### config.mk
export PLATFORM = sky130hd
export DESIGN_NAME = usb_pkt_tx
export DESIGN_NICKNAME = d
export VERILOG_FILES = /design/src/rtl/usb_pkt_tx.sv
export SDC_FILE = /design/constraint.sdc
export NUM_CORES = 1
export LEC_CHECK = 0
export ABC_AREA = 0
export ABC_CLOCK_PERIOD_IN_PS = 6720
export CAP_MARGIN = 10
export CORE_MARGIN = 2
export CORE_UTILIZATION = 55
export DETAILED_ROUTE_END_ITERATION = 7
export PLACE_DENSITY = 0.8
export SETUP_SLACK_MARGIN = 0.1
export SLEW_MARGIN = 10
export SYNTH_ARGS = -nofsm -noshare
export SYNTH_HDL_FRONTEND = slang
export SYNTH_SLANG_ARGS = --single-unit
### constraint.sdc
create_clock -name clk -period 6.72 [get_ports clk]
set_clock_uncertainty 0.15 [all_clocks]
set_input_delay 0.672 -clock clk [delete_from_list [all_inputs] [get_ports clk]]
set_output_delay 0.672 -clock clk [all_outputs]
set_load 0.01 [all_outputs]
### src/rtl/usb_pkt_tx.sv
`default_nettype none
// ============================================================================
// Module      : usb_pkt_tx
// Description : Transmit packet assembler feeding the SIE. Builds PID-only
//               handshake packets and PID + payload + CRC16 data packets,
//               streaming them byte-by-byte over tx_data/tx_valid/tx_ready.
// Revision    : 1.0 - initial release
// ============================================================================
module usb_pkt_tx #(
    parameter int LEN_W = 7
) (
    input  logic             clk,
    input  logic             rst,
    input  logic             pkt_start,
    input  logic [3:0]       pkt_pid,
    input  logic [LEN_W-1:0] pkt_len,
    output logic             pkt_busy,
    output logic             pkt_done,
    output logic [LEN_W-1:0] pld_addr,
    input  logic [7:0]       pld_data,
    output logic [7:0]       tx_data,
    output logic             tx_valid,
    input  logic             tx_ready,
    input  logic             tx_active
);

    localparam logic [2:0] IDLE_S   = 3'd0;
    localparam logic [2:0] GAP_S    = 3'd1;
    localparam logic [2:0] PID_S    = 3'd2;
    localparam logic [2:0] DATA_S   = 3'd3;
    localparam logic [2:0] CRC_LO_S = 3'd4;
    localparam logic [2:0] CRC_HI_S = 3'd5;
    localparam logic [2:0] EOP_S    = 3'd6;

    localparam logic [15:0]      c_CRC_INIT = 16'hFFFF;
    localparam logic [15:0]      c_CRC_POLY = 16'hA001;
    localparam logic [LEN_W-1:0] c_ADDR_ONE = {{(LEN_W-1){1'b0}}, 1'b1};
    localparam logic [LEN_W:0]   c_CNT_ONE  = {{LEN_W{1'b0}}, 1'b1};

    logic [2:0]       r_state;
    logic [3:0]       r_pid;
    logic [LEN_W-1:0] r_len;
    logic [LEN_W:0]   r_cnt;
    logic [15:0]      r_crc;
    logic             r_seen_active;
    logic             r_pkt_busy;
    logic             r_pkt_done;
    logic [LEN_W-1:0] r_pld_addr;
    logic [7:0]       r_tx_data;
    logic             r_tx_valid;

    logic             w_hs;
    logic             w_is_data;
    logic             w_launch;
    logic [3:0]       w_launch_pid;

    // Reflected CRC16 (0xA001) update for one byte, LSB first.
    function automatic logic [15:0] f_crc_fold(input logic [15:0] crc, input logic [7:0] data);
        logic [15:0] c;
        c = crc ^ {8'h00, data};
        for (int i = 0; i < 8; i++) begin
            c = c[0] ? ((c >> 1) ^ c_CRC_POLY) : (c >> 1);
        end
        return c;
    endfunction

    // Handshake qualifier, packet type, and the condition that raises tx_valid with the PID.
    always_comb begin
        w_hs         = r_tx_valid & tx_ready;
        w_is_data    = (r_pid[1:0] == 2'b11);
        w_launch     = ((r_state == IDLE_S) & pkt_start & ~tx_active) |
                       ((r_state == GAP_S) & ~tx_active);
        w_launch_pid = (r_state == IDLE_S) ? pkt_pid : r_pid;
    end

    // Packet sequencer: state, byte stream, buffer address, CRC and status.
    always_ff @(posedge clk or posedge rst) begin
        if (rst) begin
            r_state       <= IDLE_S;
            r_pid         <= 4'h0;
            r_len         <= '0;
            r_cnt         <= '0;
            r_crc         <= c_CRC_INIT;
            r_seen_active <= 1'b0;
            r_pkt_busy    <= 1'b0;
            r_pkt_done    <= 1'b0;
            r_pld_addr    <= '0;
            r_tx_data     <= 8'h00;
            r_tx_valid    <= 1'b0;
        end else begin
            r_pkt_done <= 1'b0;
            // Remember that the SIE actually started this packet, so EOP_S
            // does not exit before transmission has begun.
            if ((r_state != IDLE_S) && (r_state != GAP_S) && tx_active) begin
                r_seen_active <= 1'b1;
            end

            case (r_state)
                IDLE_S: begin
                    if (pkt_start) begin
                        r_pid      <= pkt_pid;
                        r_len      <= pkt_len;
                        r_pkt_busy <= 1'b1;
                        r_state    <= tx_active ? GAP_S : PID_S;
                    end
                end
                GAP_S: begin
                    if (!tx_active) begin
                        r_state <= PID_S;
                    end
                end
                PID_S: begin
                    if (w_hs) begin
                        if (!w_is_data) begin
                            r_tx_valid <= 1'b0;
                            r_state    <= EOP_S;
                        end else if (r_len == '0) begin
                            r_tx_data <= ~r_crc[7:0];
                            r_state   <= CRC_LO_S;
                        end else begin
                            r_tx_data  <= pld_data;
                            r_pld_addr <= c_ADDR_ONE;
                            r_crc      <= f_crc_fold(r_crc, pld_data);
                            r_cnt      <= c_CNT_ONE;
                            r_state    <= DATA_S;
                        end
                    end
                end
                DATA_S: begin
                    if (w_hs) begin
                        if (r_cnt < {1'b0, r_len}) begin
                            r_tx_data  <= pld_data;
                            r_pld_addr <= r_pld_addr + 1'b1;
                            r_crc      <= f_crc_fold(r_crc, pld_data);
                            r_cnt      <= r_cnt + 1'b1;
                        end else begin
                            r_tx_data <= ~r_crc[7:0];
                            r_state   <= CRC_LO_S;
                        end
                    end
                end
                CRC_LO_S: begin
                    if (w_hs) begin
                        r_tx_data <= ~r_crc[15:8];
                        r_state   <= CRC_HI_S;
                    end
                end
                CRC_HI_S: begin
                    if (w_hs) begin
                        r_tx_valid <= 1'b0;
                        r_state    <= EOP_S;
                    end
                end
                EOP_S: begin
                    if (!tx_active && r_seen_active) begin
                        r_pkt_done <= 1'b1;
                        r_pkt_busy <= 1'b0;
                        r_state    <= IDLE_S;
                    end
                end
                default: begin
                    r_state <= IDLE_S;
                end
            endcase

            // Present the PID byte and rewind payload/CRC context; this
            // overrides the IDLE/GAP branch above only for fields it touches.
            if (w_launch) begin
                r_tx_valid    <= 1'b1;
                r_tx_data     <= {~w_launch_pid, w_launch_pid};
                r_pld_addr    <= '0;
                r_crc         <= c_CRC_INIT;
                r_seen_active <= 1'b0;
            end
        end
    end

    assign pkt_busy = r_pkt_busy;
    assign pkt_done = r_pkt_done;
    assign pld_addr = r_pld_addr;
    assign tx_data  = r_tx_data;
    assign tx_valid = r_tx_valid;

endmodule
`default_nettype wire
==> run_results.csv <==
group,metric,value,unit
clocking,cts_buffer_depth,2,
setup_path,worstSetupPathType,"reg -> reg",
sta,rsz0062_at_grt,"no",
placed_design,dp_slack,3470,ps
setup_path,cpMaxStageDelayCell,"dfrtp_1",
global_route,antenna_found_initial,0,
synthesis,synthCells,323,
power,power.total,1.71,mW
setup_path,cp_cell_sequence,"nand3b_1 -> a2111oi_0 -> o31a_1 -> nand4_1 -> o31ai_1",
global_route,grt_overflow,0,
synthesis,yosysSeqAreaShare,46.1,%
clocking,cts_tree,"done",
power,ir_worst_vdd,0.320,mV
clocking,cts_sinks,57,
global_route,grt_pass1_vias,2510,
routing,wl,7.17,mm
cells_and_area,final_core_util,68.2,%
placed_design,io_buffers,41,
synthesis,synthesis.nets,355,
synthesis,synth_cell_types,56,
routing,vias_per_cell,5.92,
setup_path,reg2reg_from,"r_state[0]",
sta,max_slew_margin,28.8,%
setup_path,startpoint_type,"flip-flop",
synthesis,syn_avg_cell_area,9.70,µm²
die,die_h,79.5,µm
die,fp-row-count,27,
synthesis,ys_ff_latch,57,
setup_path,reg2reg_slack,3520,ps
sta,setup-violations-final,0,
setup_path,cp.arrival,3290,ps
cells_and_area,diodes,0,
min_path,timing.hold.worst_endpoint,"r_crc[1]",
setup_path,reg2reg_depth,5,
die,die_area,6320,µm²
clocking,clk_pin_slew_worst_paths,70,ps
routing,vias,2598,
synthesis,netlist_area,3130,µm²
outcome,status,"completed",
cells_and_area,seq_area,1450,µm²
synthesis,synth-edff-count,0,
clocking,root_buffer,"clkbuf_8",
clocking,cts_buffers,9,
clocking,ctsResizeCount,0,
die,initial_core_util,56.9,%
setup_path,critPathCaptureType,"flip-flop",
cells_and_area,multi_input_area,1560,µm²
cells_and_area,final_cells,439,
routing,wl_per_cell,16.3,µm
sta,layout_setup_ws,3520,ps
synthesis,async_reset_ff_share,100,%
cells_and_area,nFillCells,432,
placed_design,gp_congestion,0.849,
routing,first_pass_iters,5,
min_path,holdPathStages,2,
setup_path,cp_top_family,"compound AO/OA/AOI/OAI gates",
min_path,min_from,"r_crc[1]",
placed_design,placed_cells,423,
setup_path,path_buf_inv,0,
sta,drv_slew,0,
routing,remaining_drc_errors,0,
setup_path,path_max_fanout,17,
synthesis,yosysWarnings,0,
global_route,grt_max_degree,58,
clocking,ctsHtreeMaxLevel,3,
sta,fmax,0.312,GHz
cells_and_area,nets,394,
setup_path,regToRegEndpoint,"pld_addr[6]",
synthesis,ys.flop_type,"dfrtp_1",
min_path,hp-class,"reg -> reg",
die,core,5510,µm²
sta,finalCriticalPeriod,3200,ps
setup_path,max_stage_delay,680,ps
sta,totalNegativeSetupSlack,0,ps
sta,hold_violations,0,
cells_and_area,drive_gt1_share,13.6,%
global_route,grt_use_total,24.5,%
sta,fin_crit_sh,47.7,%
setup_path,required,6810,ps
placed_design,hpwlAfterDp,5.04,mm
power,powerDensity,454,nW/µm²
routing,drt_iter0_drc,164,
power,cellLeakagePower,1.60,nW
run,maxCapViolCount,0,
sta,tightest_slew,1060,ps
cells_and_area,area_growth,19.8,%
die,die_w,79.5,µm
clocking,postCtsSetupBuffers,0,
clocking,clkLatencyLatePin,340,ps
die,pin_count,42,
global_route,grt_pass1_wl,11.9,mm
clocking,hold_buffers,0,
routing,ant_nets,0,
==> worst min-delay path, delay by kind of cell, from the launching register on <==
family                 cells  cell delay [ps]
AO/OA/AOI/OAI              1               60
flip-flops                 1              370
buffers and inverters      1               70
==> flip-flops by register name, indices dropped and copies added (netlist names) <==
register	cells
r_crc	16
r_cnt	8
tx_data	8
pld_addr	7
r_len	7
r_pid	4
r_state	3
pkt_busy	1
pkt_done	1
r_seen_active	1
tx_valid	1
==> how the worst max path moves through the flow <==
stage / startpoint / endpoint / slack (ps) / depth (start not counted)
2_1_floorplan: r_len[5] / tx_data[0] / 4330 / 9
3_3_place_gp: tx_active / tx_data[2] / 3580 / 5
3_5_place_dp: tx_active / pld_addr[4] / 3470 / 6
4_1_cts: r_state[0] / pld_addr[6] / 3530 / 5
5_1_grt: r_state[0] / pld_addr[6] / 3160 / 5
6_report: r_state[0] / pld_addr[6] / 3520 / 5
==> logic make-up after synthesis <==
logic type | share of synthesized area (%)
compound gates | 21.5
xor+xnor | 6.59
fa+ha+maj | 3.19
buf+inv | 4.03
flops | 46.1
mux | 3.43
simple gates | 15.1
==> cell type report <==
class                           instances  area share (%)
Tap cell                               72            2.40
Sequential cell                        57            38.5
Clock buffer                           10            3.67
Clock inverter                          6            1.10
Inverter                               16            1.60
Timing Repair Buffer                   42            11.1
Multi-Input combinational cell        236            41.6
==> cells in the final DEF (no fill, tap or decap), types with 4 or more instances in the layout <==
master           count
a21oi_1             20
a22o_1               5
a31oi_1              9
and3_1               7
clkbuf_8            10
clkdlybuf4s50_1     41
dfrtp_1             41
dfstp_2             16
ha_1                 8
inv_1               15
mux2_2               6
mux2i_1              4
nand2_1             20
nand2b_1            11
nand3_1              4
nor2_1              30
nor3_1               4
o21ai_0             36
xnor2_1             15
xor2_1               6
==> metal layers <==
metal	GRT usage, %	part of all wire (%)
met3	7.92	5.9
met1	33.1	46
met4	7.07	1.1
met5	0	0
met2	37.9	47
==> synth_stat cells, types with 2 or more instances <==
master | instances | area share (%)
a22oi_1 | 3 | 0.72
ha_1 | 8 | 3.2
o22a_1 | 3 | 0.84
buf_2 | 8 | 1.3
a22o_1 | 5 | 1.4
nand2b_1 | 11 | 2.2
o21ai_0 | 36 | 5.7
nand2_1 | 20 | 2.4
o22ai_1 | 3 | 0.60
mux2i_1 | 4 | 1.3
o31a_1 | 2 | 0.56
dfrtp_1 | 41 | 33
nor2_1 | 30 | 3.6
a221oi_1 | 2 | 0.56
nand3_1 | 4 | 0.64
a211oi_1 | 2 | 0.48
a21oi_1 | 20 | 3.2
a221o_1 | 3 | 0.96
o31ai_1 | 3 | 0.72
nor2b_1 | 2 | 0.40
a21o_1 | 3 | 0.72
mux2_2 | 6 | 2.2
clkbuf_1 | 4 | 0.48
dfstp_2 | 16 | 13
inv_1 | 16 | 1.9
or2_2 | 2 | 0.40
xnor2_1 | 15 | 4.2
and3_1 | 7 | 1.4
a31oi_1 | 9 | 1.8
nor3_1 | 4 | 0.64
xor2_1 | 6 | 1.7
==> report_power, final <==
| part | total (mW) | switching (mW) | internal, mW |
|---|---|---|---|
| clock network | 0.290 | 0.146 | 0.144 |
| registers | 0.607 | 0.118 | 0.489 |
| logic | 0.809 | 0.429 | 0.380 |
| total | 1.71 | 0.693 | 1.01 |
==> stage by stage <==
step | hold WS [ps] | cell area (µm²)
after detailed placement | 338 | 3580
after global placement | 326 | 3580
final | 351 | 3750
after floorplan | 313 | 3130
after CTS | 350 | 3750
after global routing | 380 | 3750
No activity file was read; power rests on OpenSTA's default activity.
